--- config.mk ---
export PLATFORM = sky130hd
export DESIGN_NAME = serial_addsub_unit_flat
export DESIGN_NICKNAME = d
export VERILOG_FILES = /design/src/rtl/serial_addsub_unit_pkg.sv /design/src/rtl/serial_addsub_unit_if.sv /design/src/rtl/serial_addsub_unit_full_adder_bit.sv /design/src/rtl/serial_addsub_unit.sv /design/src/flat_wrapper.sv
export SDC_FILE = /design/constraint.sdc
export NUM_CORES = 1
export LEC_CHECK = 0
export ABC_AREA = 1
export BUFFER_PORTS_ARGS = -buffer_cell sky130_fd_sc_hd__buf_2
export CAP_MARGIN = 10
export CORE_ASPECT_RATIO = 1.75
export CORE_MARGIN = 3
export CORE_UTILIZATION = 33
export DETAILED_ROUTE_END_ITERATION = 7
export SLEW_MARGIN = 20
export SYNTH_ARGS = -nofsm -noshare
export SYNTH_HDL_FRONTEND = slang
export SYNTH_HIERARCHICAL = 1
export SYNTH_SLANG_ARGS = --single-unit
--- constraint.sdc ---
create_clock -name clk -period 1.35 [get_ports clk]
set_input_delay 0.0675 -clock clk [delete_from_list [all_inputs] [get_ports clk]]
set_output_delay 0.0675 -clock clk [all_outputs]
set_load 0.02 [all_outputs]
--- src/rtl/serial_addsub_unit_pkg.sv ---
`default_nettype none
// ============================================================================
// Package     : serial_addsub_pkg
// Description : Shared types and width-independent constants for the
//               bit-serial adder/subtractor.
// Revision    : 1.0 - initial release
// ============================================================================
package serial_addsub_pkg;

  // Controller states: waiting for a request, or shifting bits through the cell
  typedef enum logic [0:0] {
    ST_IDLE = 1'b0,
    ST_RUN  = 1'b1
  } state_e;

  // The unit comes out of reset able to accept a request immediately
  localparam logic READY_RST = 1'b1;

endpackage : serial_addsub_pkg
`default_nettype wire

--- src/rtl/serial_addsub_unit_if.sv ---
`default_nettype none
// ============================================================================
// Interface   : serial_addsub_unit_if
// Description : Request/operand and result/status bundle of the bit-serial
//               adder/subtractor. The master issues requests, the slave is the
//               arithmetic unit.
// Revision    : 1.0 - initial release
// ============================================================================
interface serial_addsub_unit_if #(
  parameter int WIDTH = 8
);
  localparam int IDX_W = $clog2(WIDTH);

  logic             start;
  logic [WIDTH-1:0] a;
  logic [WIDTH-1:0] b;
  logic             sub;
  logic             cin;
  logic             ready;
  logic             busy;
  logic [IDX_W-1:0] bit_idx;
  logic [WIDTH-1:0] sum;
  logic             cout;
  logic             overflow;
  logic             done;

  modport master (
    output start, a, b, sub, cin,
    input  ready, busy, bit_idx, sum, cout, overflow, done
  );

  modport slave (
    input  start, a, b, sub, cin,
    output ready, busy, bit_idx, sum, cout, overflow, done
  );

endinterface : serial_addsub_unit_if
`default_nettype wire

--- src/rtl/serial_addsub_unit_full_adder_bit.sv ---
`default_nettype none
// ============================================================================
// Module      : full_adder_bit
// Description : Single combinational full-adder cell; the only arithmetic
//               element of the serial unit.
// Revision    : 1.0 - initial release
// ============================================================================
module full_adder_bit (
  input  logic a,
  input  logic b,
  input  logic ci,
  output logic s,
  output logic co
);

  assign s  = a ^ b ^ ci;
  assign co = (a & b) | (a & ci) | (b & ci);

endmodule : full_adder_bit
`default_nettype wire

--- src/rtl/serial_addsub_unit.sv ---
`default_nettype none
// ============================================================================
// Module      : serial_addsub_unit
// Description : LSB-first bit-serial adder/subtractor. Operands are captured
//               on the accepting edge, one bit per clock passes through a
//               single full-adder cell, and the parallel result, carry and
//               signed overflow are published together with a one-cycle
//               done pulse after WIDTH cycles.
// Revision    : 1.0 - initial release
// ============================================================================
module serial_addsub_unit
  import serial_addsub_pkg::*;
#(
  parameter int WIDTH = 8
) (
  input  logic                 clk,
  input  logic                 rst,
  serial_addsub_unit_if.slave  bus
);

  localparam int               IDX_W    = $clog2(WIDTH);
  localparam logic [IDX_W-1:0] LAST_IDX = IDX_W'(WIDTH - 1);

  state_e           state_q, state_d;
  logic [WIDTH-1:0] opa_q, opa_d;
  logic [WIDTH-1:0] opb_q, opb_d;
  logic [WIDTH-1:0] res_q, res_d;
  logic             carry_q, carry_d;
  logic [IDX_W-1:0] idx_q, idx_d;
  logic [WIDTH-1:0] sum_q, sum_d;
  logic             cout_q, cout_d;
  logic             ovf_q, ovf_d;
  logic             done_q, done_d;
  logic             ready_q, ready_d;

  logic             fa_s;
  logic             fa_co;

  // The single arithmetic cell works on the current LSBs and the running carry
  full_adder_bit u_fa (
    .a  (opa_q[0]),
    .b  (opb_q[0]),
    .ci (carry_q),
    .s  (fa_s),
    .co (fa_co)
  );

  // Next-state logic: accept in IDLE, shift one bit per cycle in RUN and
  // publish the result only on the final bit so no partial value is visible
  always_comb begin
    state_d = state_q;
    opa_d   = opa_q;
    opb_d   = opb_q;
    res_d   = res_q;
    carry_d = carry_q;
    idx_d   = idx_q;
    sum_d   = sum_q;
    cout_d  = cout_q;
    ovf_d   = ovf_q;
    done_d  = 1'b0;

    case (state_q)
      ST_IDLE: begin
        if (bus.start) begin
          // Subtraction is A + ~B + 1; cin only matters when adding
          opa_d   = bus.a;
          opb_d   = bus.sub ? ~bus.b : bus.b;
          carry_d = bus.sub ? 1'b1 : bus.cin;
          idx_d   = '0;
          state_d = ST_RUN;
        end
      end
      ST_RUN: begin
        res_d   = {fa_s, res_q[WIDTH-1:1]};
        opa_d   = opa_q >> 1;
        opb_d   = opb_q >> 1;
        carry_d = fa_co;
        idx_d   = idx_q + 1'b1;
        if (idx_q == LAST_IDX) begin
          // carry_q here is the carry into the MSB, fa_co the carry out
          sum_d   = {fa_s, res_q[WIDTH-1:1]};
          cout_d  = fa_co;
          ovf_d   = carry_q ^ fa_co;
          done_d  = 1'b1;
          idx_d   = '0;
          state_d = ST_IDLE;
        end
      end
      default: state_d = ST_IDLE;
    endcase

    ready_d = (state_d == ST_IDLE);
  end

  // State and output registers with synchronous reset that also aborts a run
  always_ff @(posedge clk) begin
    if (rst) begin
      state_q <= ST_IDLE;
      opa_q   <= '0;
      opb_q   <= '0;
      res_q   <= '0;
      carry_q <= 1'b0;
      idx_q   <= '0;
      sum_q   <= '0;
      cout_q  <= 1'b0;
      ovf_q   <= 1'b0;
      done_q  <= 1'b0;
      ready_q <= READY_RST;
    end else begin
      state_q <= state_d;
      opa_q   <= opa_d;
      opb_q   <= opb_d;
      res_q   <= res_d;
      carry_q <= carry_d;
      idx_q   <= idx_d;
      sum_q   <= sum_d;
      cout_q  <= cout_d;
      ovf_q   <= ovf_d;
      done_q  <= done_d;
      ready_q <= ready_d;
    end
  end

  assign bus.ready    = ready_q;
  assign bus.busy     = ~ready_q;
  assign bus.bit_idx  = idx_q;
  assign bus.sum      = sum_q;
  assign bus.cout     = cout_q;
  assign bus.overflow = ovf_q;
  assign bus.done     = done_q;

endmodule : serial_addsub_unit
`default_nettype wire

--- src/flat_wrapper.sv ---
// flat-port wrapper written by rule: the top's interface ports become plain ports
module serial_addsub_unit_flat import serial_addsub_pkg::*;
#(
  parameter int WIDTH = 8
)
  (clk, rst, bus_start, bus_a, bus_b, bus_sub, bus_cin, bus_ready, bus_busy, bus_bit_idx, bus_sum, bus_cout, bus_overflow, bus_done);
  serial_addsub_unit_if #(.WIDTH(WIDTH)) bus_i ();
  input  logic clk;
  input  logic rst;
  input wire logic [$bits(bus_i.start)-1:0] bus_start;
  input wire logic [$bits(bus_i.a)-1:0] bus_a;
  input wire logic [$bits(bus_i.b)-1:0] bus_b;
  input wire logic [$bits(bus_i.sub)-1:0] bus_sub;
  input wire logic [$bits(bus_i.cin)-1:0] bus_cin;
  output wire logic [$bits(bus_i.ready)-1:0] bus_ready;
  output wire logic [$bits(bus_i.busy)-1:0] bus_busy;
  output wire logic [$bits(bus_i.bit_idx)-1:0] bus_bit_idx;
  output wire logic [$bits(bus_i.sum)-1:0] bus_sum;
  output wire logic [$bits(bus_i.cout)-1:0] bus_cout;
  output wire logic [$bits(bus_i.overflow)-1:0] bus_overflow;
  output wire logic [$bits(bus_i.done)-1:0] bus_done;
  assign bus_i.start = bus_start;
  assign bus_i.a = bus_a;
  assign bus_i.b = bus_b;
  assign bus_i.sub = bus_sub;
  assign bus_i.cin = bus_cin;
  assign bus_ready = bus_i.ready;
  assign bus_busy = bus_i.busy;
  assign bus_bit_idx = bus_i.bit_idx;
  assign bus_sum = bus_i.sum;
  assign bus_cout = bus_i.cout;
  assign bus_overflow = bus_i.overflow;
  assign bus_done = bus_i.done;
  serial_addsub_unit #(.WIDTH(WIDTH)) u_core (.clk(clk), .rst(rst), .bus(bus_i));
endmodule
# Word-level counts from Yosys, hierarchy flattened
# Cells that the tools add are included.
[op_classes]
addsub = 1
mux = 15
n_reduce_logical = 2
n_eq_ne = 2
bitwise = 12
[ops]
columns = ["op", "count"]
rows = [
  ["case mux 8 bit (2 select lines)", 2],
  ["two-way mux 8 bit", 3],
  ["NOT 8 bit", 1],
  ["two-way mux 3 bit", 2],
  ["case mux 3 bit (2 select lines)", 1],
  ["two-way mux 1 bit", 5],
  ["case mux 1 bit (2 select lines)", 2],
  ["adder 3 x 1 -> 3 bit, second input constant", 1],
  ["AND 1 bit", 3],
  ["== test 3 bit, second input constant", 1],
  ["NOT 1 bit", 3],
  ["bitwise XOR 1 bit", 3],
  ["inequality test 2 bit, second input constant", 1],
  ["OR 1 bit", 2],
  ["AND reduction 2 bit", 1],
  ["OR reduction 2 bit", 1],
]
[totals]
input_bits = 21
output_inout_bits = 16
register_bits = 41

# Longest topological paths before layout
# Gate-level depths: netlist of the first run.
[logic_depth]
ltp_word = 4
ltp_mapped = 7
ltp_nobuf = 6

# Modules after synthesis
# The synthesis of the first run kept the hierarchy.
[modules_own_cells]
columns = ["module", "area_per_inst_um2", "instances", "seq_area_each_um2", "cells_each"]
rows = [
  ["serial_addsub_unit", 1784.2, 1, 800.8, 246],
  ["full_adder_bit", 20.0, 1, 0.0, 1],
]

# Least setup slack after synthesis of the first run
# Ideal clock, no wire load.
[synth_path]
path_kind = "register to register"
startpoint = "register u_core.idx_q[0], in the netlist u_core/bus.bit_idx[0]"
endpoint = "register u_core.sum_q[6], in the netlist u_core/bus.sum[6]"
period_less_slack_ps = 1466
slack_ps = -116
required_ps = 1229
setup_time_ps = 121
t_arrival_ps = 1346
path_stages_with_launch = 8
path_buffers = 1
path_cell_list = "dfxtp_1 ha_1 ha_1 nand2_1 inv_2 buf_6 o21ai_0 a21oi_1"
[synth_between]
elab_chain_len = 2
[synth_rtl]
columns = ["item", "line_no", "text"]
rows = [
  ["from (decl)", "serial_addsub_unit.sv:29", "logic [IDX_W-1:0] idx_q, idx_d;"],
  ["from (signal assigned)", "serial_addsub_unit.sv:115", "idx_q <= idx_d;"],
  ["== test 3 bit", "serial_addsub_unit.sv:79", "if (idx_q == LAST_IDX) begin"],
  ["AND reduction 2 bit (no source line)", "--", ""],
  ["to (signal assigned)", "serial_addsub_unit.sv:116", "sum_q <= sum_d;"],
  ["to (decl)", "serial_addsub_unit.sv:30", "logic [WIDTH-1:0] sum_q, sum_d;"],
]
# Every way passes these cells.
# A chain may end at the register's enable or synchronous reset.

# Worst setup path in the final report of the first run
[layout_path]
startpoint = "register u_core.idx_q[0], in the netlist u_core/bus.bit_idx[0]"
endpoint = "register u_core.sum_q[1], in the netlist u_core/bus.sum[1]"
# The elaborated chain is that of the path after synthesis.

==> flow_metrics.py, run 1 <==
metrics = {
    "worst_setup_path": {
        "r2r-start": "u_core/bus.bit_idx[0]",
        "cp.arrival_ns": 1.47,
        "r2r_end": "u_core/bus.sum[1]",
        "required_ns": 1.57,
        "crit_type": "reg2reg",
        "worstSetupEndpointType": "register",
        "cp_max_fo": 5,
        "r2r_slack_ns": 0.10,
        "r2r_cells": 6,
        "cp-start-kind": "register",
    },
    "logic_synthesis": {
        "synth_edf_count": 0,
        "syn_nets": 272,
        "synth_area_leaders": "dfxtp_1, nand2_1, a21oi_1, inv_1, nand3_1",
        "synth_top_area_share_pct": 44.38,
        "synth-seq-cells": 40,
        "ys_warn_count": 6,
        "async_flop_share_pct": 0,
        "yosysUniqueCellTypes": 20,
        "synth_top_cell_by_area": "dfxtp_1",
        "syn_inst": 247,
        "netlist_area_um2": 1804,
        "synth_area_per_cell_um2": 7.305,
        "synth_ff_type": "dfxtp_1",
        "seq_area_frac_synth_pct": 44.38,
    },
    "floorplan": {
        "die_w_um": 61.90,
        "pin_count": 37,
        "num_rows": 35,
        "dieHeight_um": 103.8,
        "coreArea_um2": 5299,
        "start_util_pct": 34.05,
        "fp.dieArea_um2": 6426,
    },
    "final_layout": {
        "drive_gt1_share_pct": 20.77,
        "nets": 308,
        "final_area_um2": 2143,
        "final_cells": 358,
        "mostFrequentLayoutCell": "nand2_1",
        "final_cell_mix": "nand2_1, dfxtp_1, buf_2",
        "multi_input_area_um2": 799.5,
        "final_util_pct": 40.45,
        "area_delta_synth_final_pct": 18.79,
        "nFillCells": 585,
        "seqCellArea_um2": 803.3,
        "diodes": 0,
    },
    "outcome": {
        "status": "finished, final reports clean",
    },
    "place": {
        "dp_cells": 350,
        "post-dp-hpwl_um": 2662,
        "placed_area_um2": 2033,
        "gp_congestion": 0.7251,
        "port_buffers": 36,
    },
    "flow_run": {
        "max_cap_violations": 0,
    },
    "detailed_routing": {
        "dr.first_iter.drc_count": 38,
        "post_drt_wl_per_cell_um": 10.20,
        "drc_errors": 0,
        "ant_nets": 0,
        "drt-total-wl_um": 3650,
        "vias": 1571,
        "firstDrtPassIters": 4,
        "viasPerCell": 4.388,
    },
    "timing": {
        "hold_viol_final": 0,
        "max-slew-margin-rel_pct": 75.59,
        "min_period_over_period_pct": 92.34,
        "final.setup.tns_ns": 0,
        "drv_slew": 0,
        "finalCriticalPeriod_ns": 1.247,
        "tightest_slew_ns": 0.3657,
        "finalClockSkew_ns": 0.001741,
        "fmax_mhz": 802.2,
        "finalSetupViolCount": 0,
        "rsz0062_at_grt": "false",
    },
    "power_and_ir_drop": {
        "max-vdd-ir-drop_v": 0.0006175,
        "leakage_uw": 0.001117,
        "powerDensity_nw_per_um2": 1100,
    },
    "clocking": {
        "clockBufferDepth": 2,
        "cts_htree_levels": 2,
        "clock_latency_ns": 0.29,
        "cts_tree": "built",
        "hold_buffers": 0,
        "path_clk_slew_ns": 0.07,
        "numCtsBuffers": 5,
        "clockRootBuffer": "clkbuf_8",
        "clkSinkCount": 40,
    },
    "grt": {
        "grt_pass1_vias": 1427,
        "track_usage_pct": 12.55,
        "antenna_found_initial": 0,
        "grt_max_degree": 22,
        "grt-ovfl-total": 0,
        "grt_pass1_wl_um": 6237,
    },
    "worst_hold_path": {
        "hold_depth": 3,
        "min_to": "u_core/opa_q[7]",
        "hold_path_class": "in2reg",
        "min_from": "bus_a[7]",
    },
}
how the worst max path moves through the flow:
stage	start	endpoint	cells after the start	slack, ns
after global placement	u_core/bus.bit_idx[0]	u_core/bus.sum[4]	6	0.1
after CTS	u_core/bus.bit_idx[0]	u_core/bus.sum[5]	6	0.04
after global routing	u_core/bus.bit_idx[0]	u_core/bus.sum[4]	6	0.02
after floorplan	u_core/bus.bit_idx[0]	u_core/bus.sum[6]	7	0.02
after detailed placement	u_core/bus.bit_idx[0]	u_core/bus.sum[5]	6	0.06
final	u_core/bus.bit_idx[0]	u_core/bus.sum[1]	6	0.10
report_power, final:
group          total (µW)  leakage (µW)  internal [µW]  switching (µW)
sequential           1270      0.000328           1230            32.0
clock                 808     0.0000455            417             391
combinational         284      0.000744            111             173
per-stage QoR:
stage	hold slack (ns)	power (µW)	setup WS, ns
after detailed placement	0.3400	1580	0.05873
after global routing	0.03611	2491	0.01824
after CTS	0.02599	2389	0.04225
after global placement	0.3261	1576	0.09907
final	0.03047	2359	0.1035
after floorplan	0.2102	1509	0.02349
critical path, stage by stage, from the launching register on:
cell	delay (ns)
dfxtp_2	0.33
ha_1	0.25
ha_4	0.20
nand2_4	0.09
buf_4	0.13
nand2_1	0.04
a21oi_1	0.13
sequential cells by signal, indices dropped and copies added (netlist names):
name                 count
u_core/carry_q           1
u_core/bus.overflow      1
u_core/bus.done          1
u_core/state_q           1
u_core/opb_q             8
u_core/bus.sum           8
u_core/res_q             7
u_core/bus.bit_idx       3
u_core/opa_q             8
u_core/bus.cout          1
u_core/bus.ready         1
what timing repair did:
item                       in CTS  in global routing
resized for setup               0                  5
setup endpoints to repair       0                 10
setup buffers                   0                  0
cells in the mapped netlist, types with 2 or more instances:
cell type	instances
nand2_1	78
dfxtp_1	40
a21oi_1	28
inv_1	27
nor2_1	18
nand3_1	16
o21ai_0	13
buf_6	7
buf_2	3
ha_1	3
a21oi_2	2
clkbuf_1	2
inv_2	2
nor2_8	2
cells by family (layout without fill, tap and decap cells):
| kind of cell | Yosys count | count (layout) | share of synthesized area (%) |
|---|---|---|---|
| XOR/XNOR | 1 | 1 | 0.4855 |
| AO/OA/AOI/OAI | 44 | 44 | 12.62 |
| AND/OR/NAND/NOR | 115 | 115 | 26.91 |
| flip-flops | 40 | 40 | 44.38 |
| buffers and inverters | 43 | 80 | 12.41 |
| adder cells (fa/ha/maj) | 4 | 4 | 3.190 |
final cells by class:
class                           instances  area share (%)
Multi-Input combinational cell        164           37.30
Timing Repair Buffer                   42           11.09
Clock buffer                            8           4.203
Sequential cell                        40           37.48
Tap cell                               74           4.320
Inverter                               30           5.604
layer usage:
metal  wire length, µm  track usage (%)  vias up
li1                  -                -      841
met5                 0                0        -
met2              1942            20.69       28
met1              1515            14.80      697
met4                59            5.008        0
met3               132            3.242        5
Power figures use the tool's default switching activity.
==> inputs of run 2 (changes only) <==
- CORE_UTILIZATION: 33 -> 53
- PLACE_DENSITY: not set -> 0.78
- clock period: 1.35 -> 1.31 ns (I/O delays scaled with it)
==> flow_metrics.py, run 2 (synthesis gave the netlist of run 1 again) <==
metrics = {
    "outcome": {
        "status": "finished, final reports clean",
    },
    "timing": {
        "hold_viol_final": 0,
        "finalSetupViolCount": 0,
        "final.setup.tns_ns": 0,
        "drv_slew": 0,
        "rsz0062_at_grt": "false",
        "min_period_over_period_pct": 92.88,
        "tightest_slew_ns": 0.2903,
        "whs_ns": 0.02223,
        "finalClockSkew_ns": 0.005598,
        "max-slew-margin-rel_pct": 80.65,
        "fmax_mhz": 821.9,
        "finalCriticalPeriod_ns": 1.217,
    },
    "floorplan": {
        "pin_count": 37,
        "fp.dieArea_um2": 4168,
        "die_w_um": 50.11,
        "start_util_pct": 56.22,
        "num_rows": 27,
        "dieHeight_um": 83.19,
        "coreArea_um2": 3209,
    },
    "worst_hold_path": {
        "hold_path_class": "in2reg",
    },
    "flow_run": {
        "max_cap_violations": 0,
    },
    "worst_setup_path": {
        "crit_type": "reg2reg",
        "cp_max_fo": 12,
        "cp_cell_sequence": "ha_2 -> ha_4 -> nand2_4 -> inv_6 -> o21ai_0 -> a21oi_1",
        "crit_path_max_incr_delay_ns": 0.33,
        "required_ns": 1.49,
        "cp.arrival_ns": 1.40,
        "worstSetupEndpointType": "register",
        "cp-start-kind": "register",
        "slowest_stage": "dfxtp_2",
    },
    "power_and_ir_drop": {
        "p_sw_share_pct": 25.48,
        "power.total_uw": 2425,
        "powerDensity_nw_per_um2": 1160,
        "clockPowerShare_pct": 34.0,
        "p_comb_share_pct": 12.2,
        "power.internal_uw": 1807,
        "max-vdd-ir-drop_v": 0.0009685,
        "leakage_uw": 0.001103,
        "p_switching_uw": 617.9,
        "seq_power_share_pct": 53.9,
    },
    "detailed_routing": {
        "firstDrtPassIters": 4,
        "drc_errors": 0,
        "viasPerCell": 4.855,
        "post_drt_wl_per_cell_um": 10.78,
        "ant_nets": 0,
        "drt-total-wl_um": 3492,
        "vias": 1573,
        "dr.first_iter.drc_count": 32,
    },
    "final_layout": {
        "final_area_um2": 2090,
        "nets": 305,
        "mostFrequentLayoutCell": "nand2_1",
        "final_cell_mix": "nand2_1, dfxtp_1, buf_2",
        "nFillCells": 306,
        "area_delta_synth_final_pct": 15.81,
        "drive_gt1_share_pct": 21.35,
        "final_util_pct": 65.11,
        "diodes": 0,
    },
    "place": {
        "gp_congestion": 0.7809,
        "post-dp-hpwl_um": 2498,
        "placed_area_um2": 1977,
        "port_buffers": 36,
    },
    "clocking": {
        "clockBufferDepth": 2,
        "path_clk_slew_ns": 0.08,
        "clock_latency_ns": 0.29,
        "clkSinkCount": 40,
        "numCtsBuffers": 5,
        "cts_tree": "built",
        "cts_htree_levels": 2,
        "clockRootBuffer": "clkbuf_8",
    },
    "grt": {
        "antenna_found_initial": 0,
        "grt-ovfl-total": 0,
        "grt_max_degree": 30,
        "track_usage_pct": 18.60,
        "grt_pass1_vias": 1449,
        "grt_pass1_wl_um": 6154,
    },
}
## run 2: cell count changes in the layout (fill, tap and decap cells not counted)
| cell | before | now |
|---|---|---|
| buf_4 | 5 | 2 |
| fa_2 | 0 | 1 |
| ha_2 | 0 | 1 |
| clkbuf_1 | 2 | 0 |
| clkinv_2 | 0 | 2 |
| ha_1 | 2 | 1 |
| fa_1 | 1 | 0 |
## run 2: routing by layer
layer	vias to the layer above	GRT usage (%)	routed length [µm]
met1	692	21.12	1459
met5	-	0	0
met2	39	31.07	1810
li1	833	-	-
met4	0	9.572	84
met3	9	4.668	138
## run 2: worst paths after layout
check	from	endpoint	slack (ns)	depth (start not counted)
max	u_core/bus.bit_idx[0]	u_core/bus.sum[4]	0.09	6
min	bus_a[7]	u_core/opa_q[7]	0.02	3
max reg2reg	u_core/bus.bit_idx[0]	u_core/bus.sum[4]	0.09	6
min reg2reg	u_core/bus.bit_idx[0]	u_core/bus.bit_idx[0]	0.44	1
## run 2: timing repair
action                     CTS  global route
setup endpoints to repair    4             9
hold endpoints to repair     0             0
pin swaps                    0             0
hold buffers                 0             0
resized for setup            1             5
buffers inserted             0             0
## run 2: worst max-delay path, delay by kind of cell (launching register included)
kind                       cells  cell delay (ns)
adders and majority gates      2             0.39
DFF                            1             0.33
AOI/OAI and AO/OA              2             0.22
and+or+nand+nor                1             0.11
buffers and inverters          1             0.06
## run 2: cell type report
cell class / instances / area, µm² / share of cell area (%)
Clock buffer: 6 / 82.58 / 3.952
Clock inverter: 2 / 10.01 / 0.4790
Inverter: 30 / 120.1 / 5.749
Multi-Input combinational cell: 164 / 804.5 / 38.50
Sequential cell: 40 / 803.3 / 38.44
Tap cell: 43 / 53.80 / 2.575
Timing Repair Buffer: 39 / 215.2 / 10.30
## run 2: power by group through the flow
stage / logic, µW / registers [µW] / clock network, µW
global placement: 287 / 1330 / 0
global route: 337 / 1310 / 897
CTS: 296 / 1310 / 847
finish: 295 / 1310 / 824
detailed placement: 295 / 1330 / 0
floorplan: 221 / 1340 / 0
## run 2: per-stage QoR
stage / worst slack, ns / instances
after floorplan: 0.004915 / 247
after global placement: 0.07641 / 316
after detailed placement: -0.004570 / 316
after CTS: 0.02257 / 324
after global routing: 0.007454 / 324
final: 0.09330 / 324
==> inputs of run 3 (changes only) <==
--- a/constraint.sdc
+++ b/constraint.sdc
@@ -3,2 +3,2 @@
 set_output_delay 0.0655 -clock clk [all_outputs]
-set_load 0.02 [all_outputs]
+set_load 0.05 [all_outputs]
==> flow_metrics.py, run 3 (synthesis gave the netlist of run 1 again) <==
metrics = {
    "power_and_ir_drop": {
        "seq_power_share_pct": 55.0,
        "max-vdd-ir-drop_v": 0.0007957,
        "clockPowerShare_pct": 31.7,
        "power.internal_uw": 1750,
        "power.total_uw": 2375,
        "leakage_uw": 0.001104,
        "powerDensity_nw_per_um2": 1133,
        "p_sw_share_pct": 26.29,
        "p_switching_uw": 624.4,
        "p_comb_share_pct": 13.3,
    },
    "clocking": {
        "numCtsBuffers": 5,
        "cts_tree": "built",
        "clockRootBuffer": "clkbuf_8",
        "clock_latency_ns": 0.28,
        "clockBufferDepth": 2,
        "post_cts_buffers": 0,
        "cts_htree_levels": 2,
        "clkSinkCount": 40,
        "path_clk_slew_ns": 0.07,
        "hold_buffers": 0,
        "post_cts_resized": 0,
    },
    "floorplan": {
        "coreArea_um2": 3209,
        "dieHeight_um": 83.19,
        "pin_count": 37,
        "num_rows": 27,
        "fp.dieArea_um2": 4168,
        "start_util_pct": 56.22,
        "die_w_um": 50.11,
    },
    "place": {
        "post-dp-hpwl_um": 2596,
        "port_buffers": 36,
        "dp_cells": 318,
        "placed_area_um2": 2011,
        "place_ws_ns": 0.03849,
        "gp_congestion": 0.7683,
    },
    "detailed_routing": {
        "drc_errors": 0,
        "firstDrtPassIters": 4,
        "drt-total-wl_um": 3529,
        "vias": 1612,
        "dr.first_iter.drc_count": 37,
        "ant_nets": 0,
        "viasPerCell": 4.960,
        "post_drt_wl_per_cell_um": 10.86,
    },
    "worst_setup_path": {
        "cp_top_family": "adder cells",
        "cp_cell_sequence": "ha_2 -> ha_4 -> nand2_4 -> inv_6 -> o21ai_0 -> a21oi_1",
        "crit_type": "reg2reg",
        "required_ns": 1.48,
        "cp_max_fo": 12,
        "cp-start-kind": "register",
        "worstSetupEndpointType": "register",
        "slowest_stage": "dfxtp_4",
        "crit_path_max_incr_delay_ns": 0.35,
        "cp.arrival_ns": 1.38,
        "path_buf_inv": 1,
    },
    "final_layout": {
        "final_cells": 325,
        "final_area_um2": 2096,
        "drive_gt1_share_pct": 21.63,
        "mostFrequentLayoutCell": "nand2_1",
        "final_cell_mix": "nand2_1, dfxtp_1, buf_2",
        "diodes": 0,
        "nets": 307,
        "area_delta_synth_final_pct": 16.16,
    },
    "timing": {
        "min_period_over_period_pct": 92.63,
        "finalCriticalPeriod_ns": 1.213,
        "drv_slew": 0,
        "tightest_slew_ns": 0.3968,
        "setup_slack_ns": 0.09658,
        "hold_viol_final": 0,
        "finalSetupViolCount": 0,
        "fmax_mhz": 824.1,
        "finalClockSkew_ns": 0.004089,
        "max-slew-margin-rel_pct": 73.52,
    },
    "grt": {
        "track_usage_pct": 18.37,
        "grt_pass1_wl_um": 6009,
        "grt_pass1_vias": 1489,
        "antenna_found_initial": 0,
        "grt_max_degree": 22,
        "grt-ovfl-total": 0,
    },
    "outcome": {
        "status": "finished, final reports clean",
    },
    "worst_hold_path": {
        "hold_path_class": "in2reg",
    },
    "flow_run": {
        "max_cap_violations": 0,
    },
}
## run 3: changes by cell type in the layout (fill, tap and decap cells not counted), sizes merged
cell	previous run	this run
clkinv	2	1
buf	39	41
## run 3: cell type report
| cell class | count | area, µm² |
|---|---|---|
| clock buffers | 6 | 72.57 |
| clock inverters | 1 | 5.005 |
| fillers | 290 | 1114 |
| inverters | 30 | 120.1 |
| multi-input cells | 164 | 804.5 |
| flip-flops and latches | 40 | 809.5 |
| well taps | 43 | 53.80 |
| repair buffers | 41 | 230.2 |
## run 3: worst min-delay path, delay by kind of cell
kind / cells / cell delay (ns)
simple gates: 1 / 0.05
buf+inv: 1 / 0.09
compound gates: 1 / 0.06
## run 3: final timing paths
path	from	endpoint	slack, ns	cells after the start
worst min-delay path	bus_a[7]	u_core/opa_q[7]	0.03	3
worst max register to register	u_core/bus.bit_idx[0]	u_core/bus.sum[4]	0.1	6
worst max-delay path	u_core/bus.bit_idx[0]	u_core/bus.sum[4]	0.1	6
worst min register to register	u_core/bus.bit_idx[0]	u_core/bus.bit_idx[0]	0.45	1
## run 3: layer usage
metal	track usage, %	routed length [µm]
met3	3.770	145
met2	35.83	1949
met4	9.068	99
met1	16.63	1335
met5	0	0
## run 3: power by group through the flow
stage,clock network [µW],registers (µW),logic [µW]
after floorplan,0,1350,226
after global placement,0,1330,309
after detailed placement,0,1330,317
after CTS,771,1300,317
after global routing,809,1310,358
final,752,1310,317
## run 3: through the flow
stage,hold WS (ns),utilization (%),setup TNS [ns]
2_1_floorplan,0.2082,-,0
3_3_place_gp,0.3183,62.65,0
3_5_place_dp,0.3354,62.65,0
4_1_cts,0.03054,65.07,0
5_1_grt,0.03863,65.30,-0.01038
6_report,0.03414,65.30,0
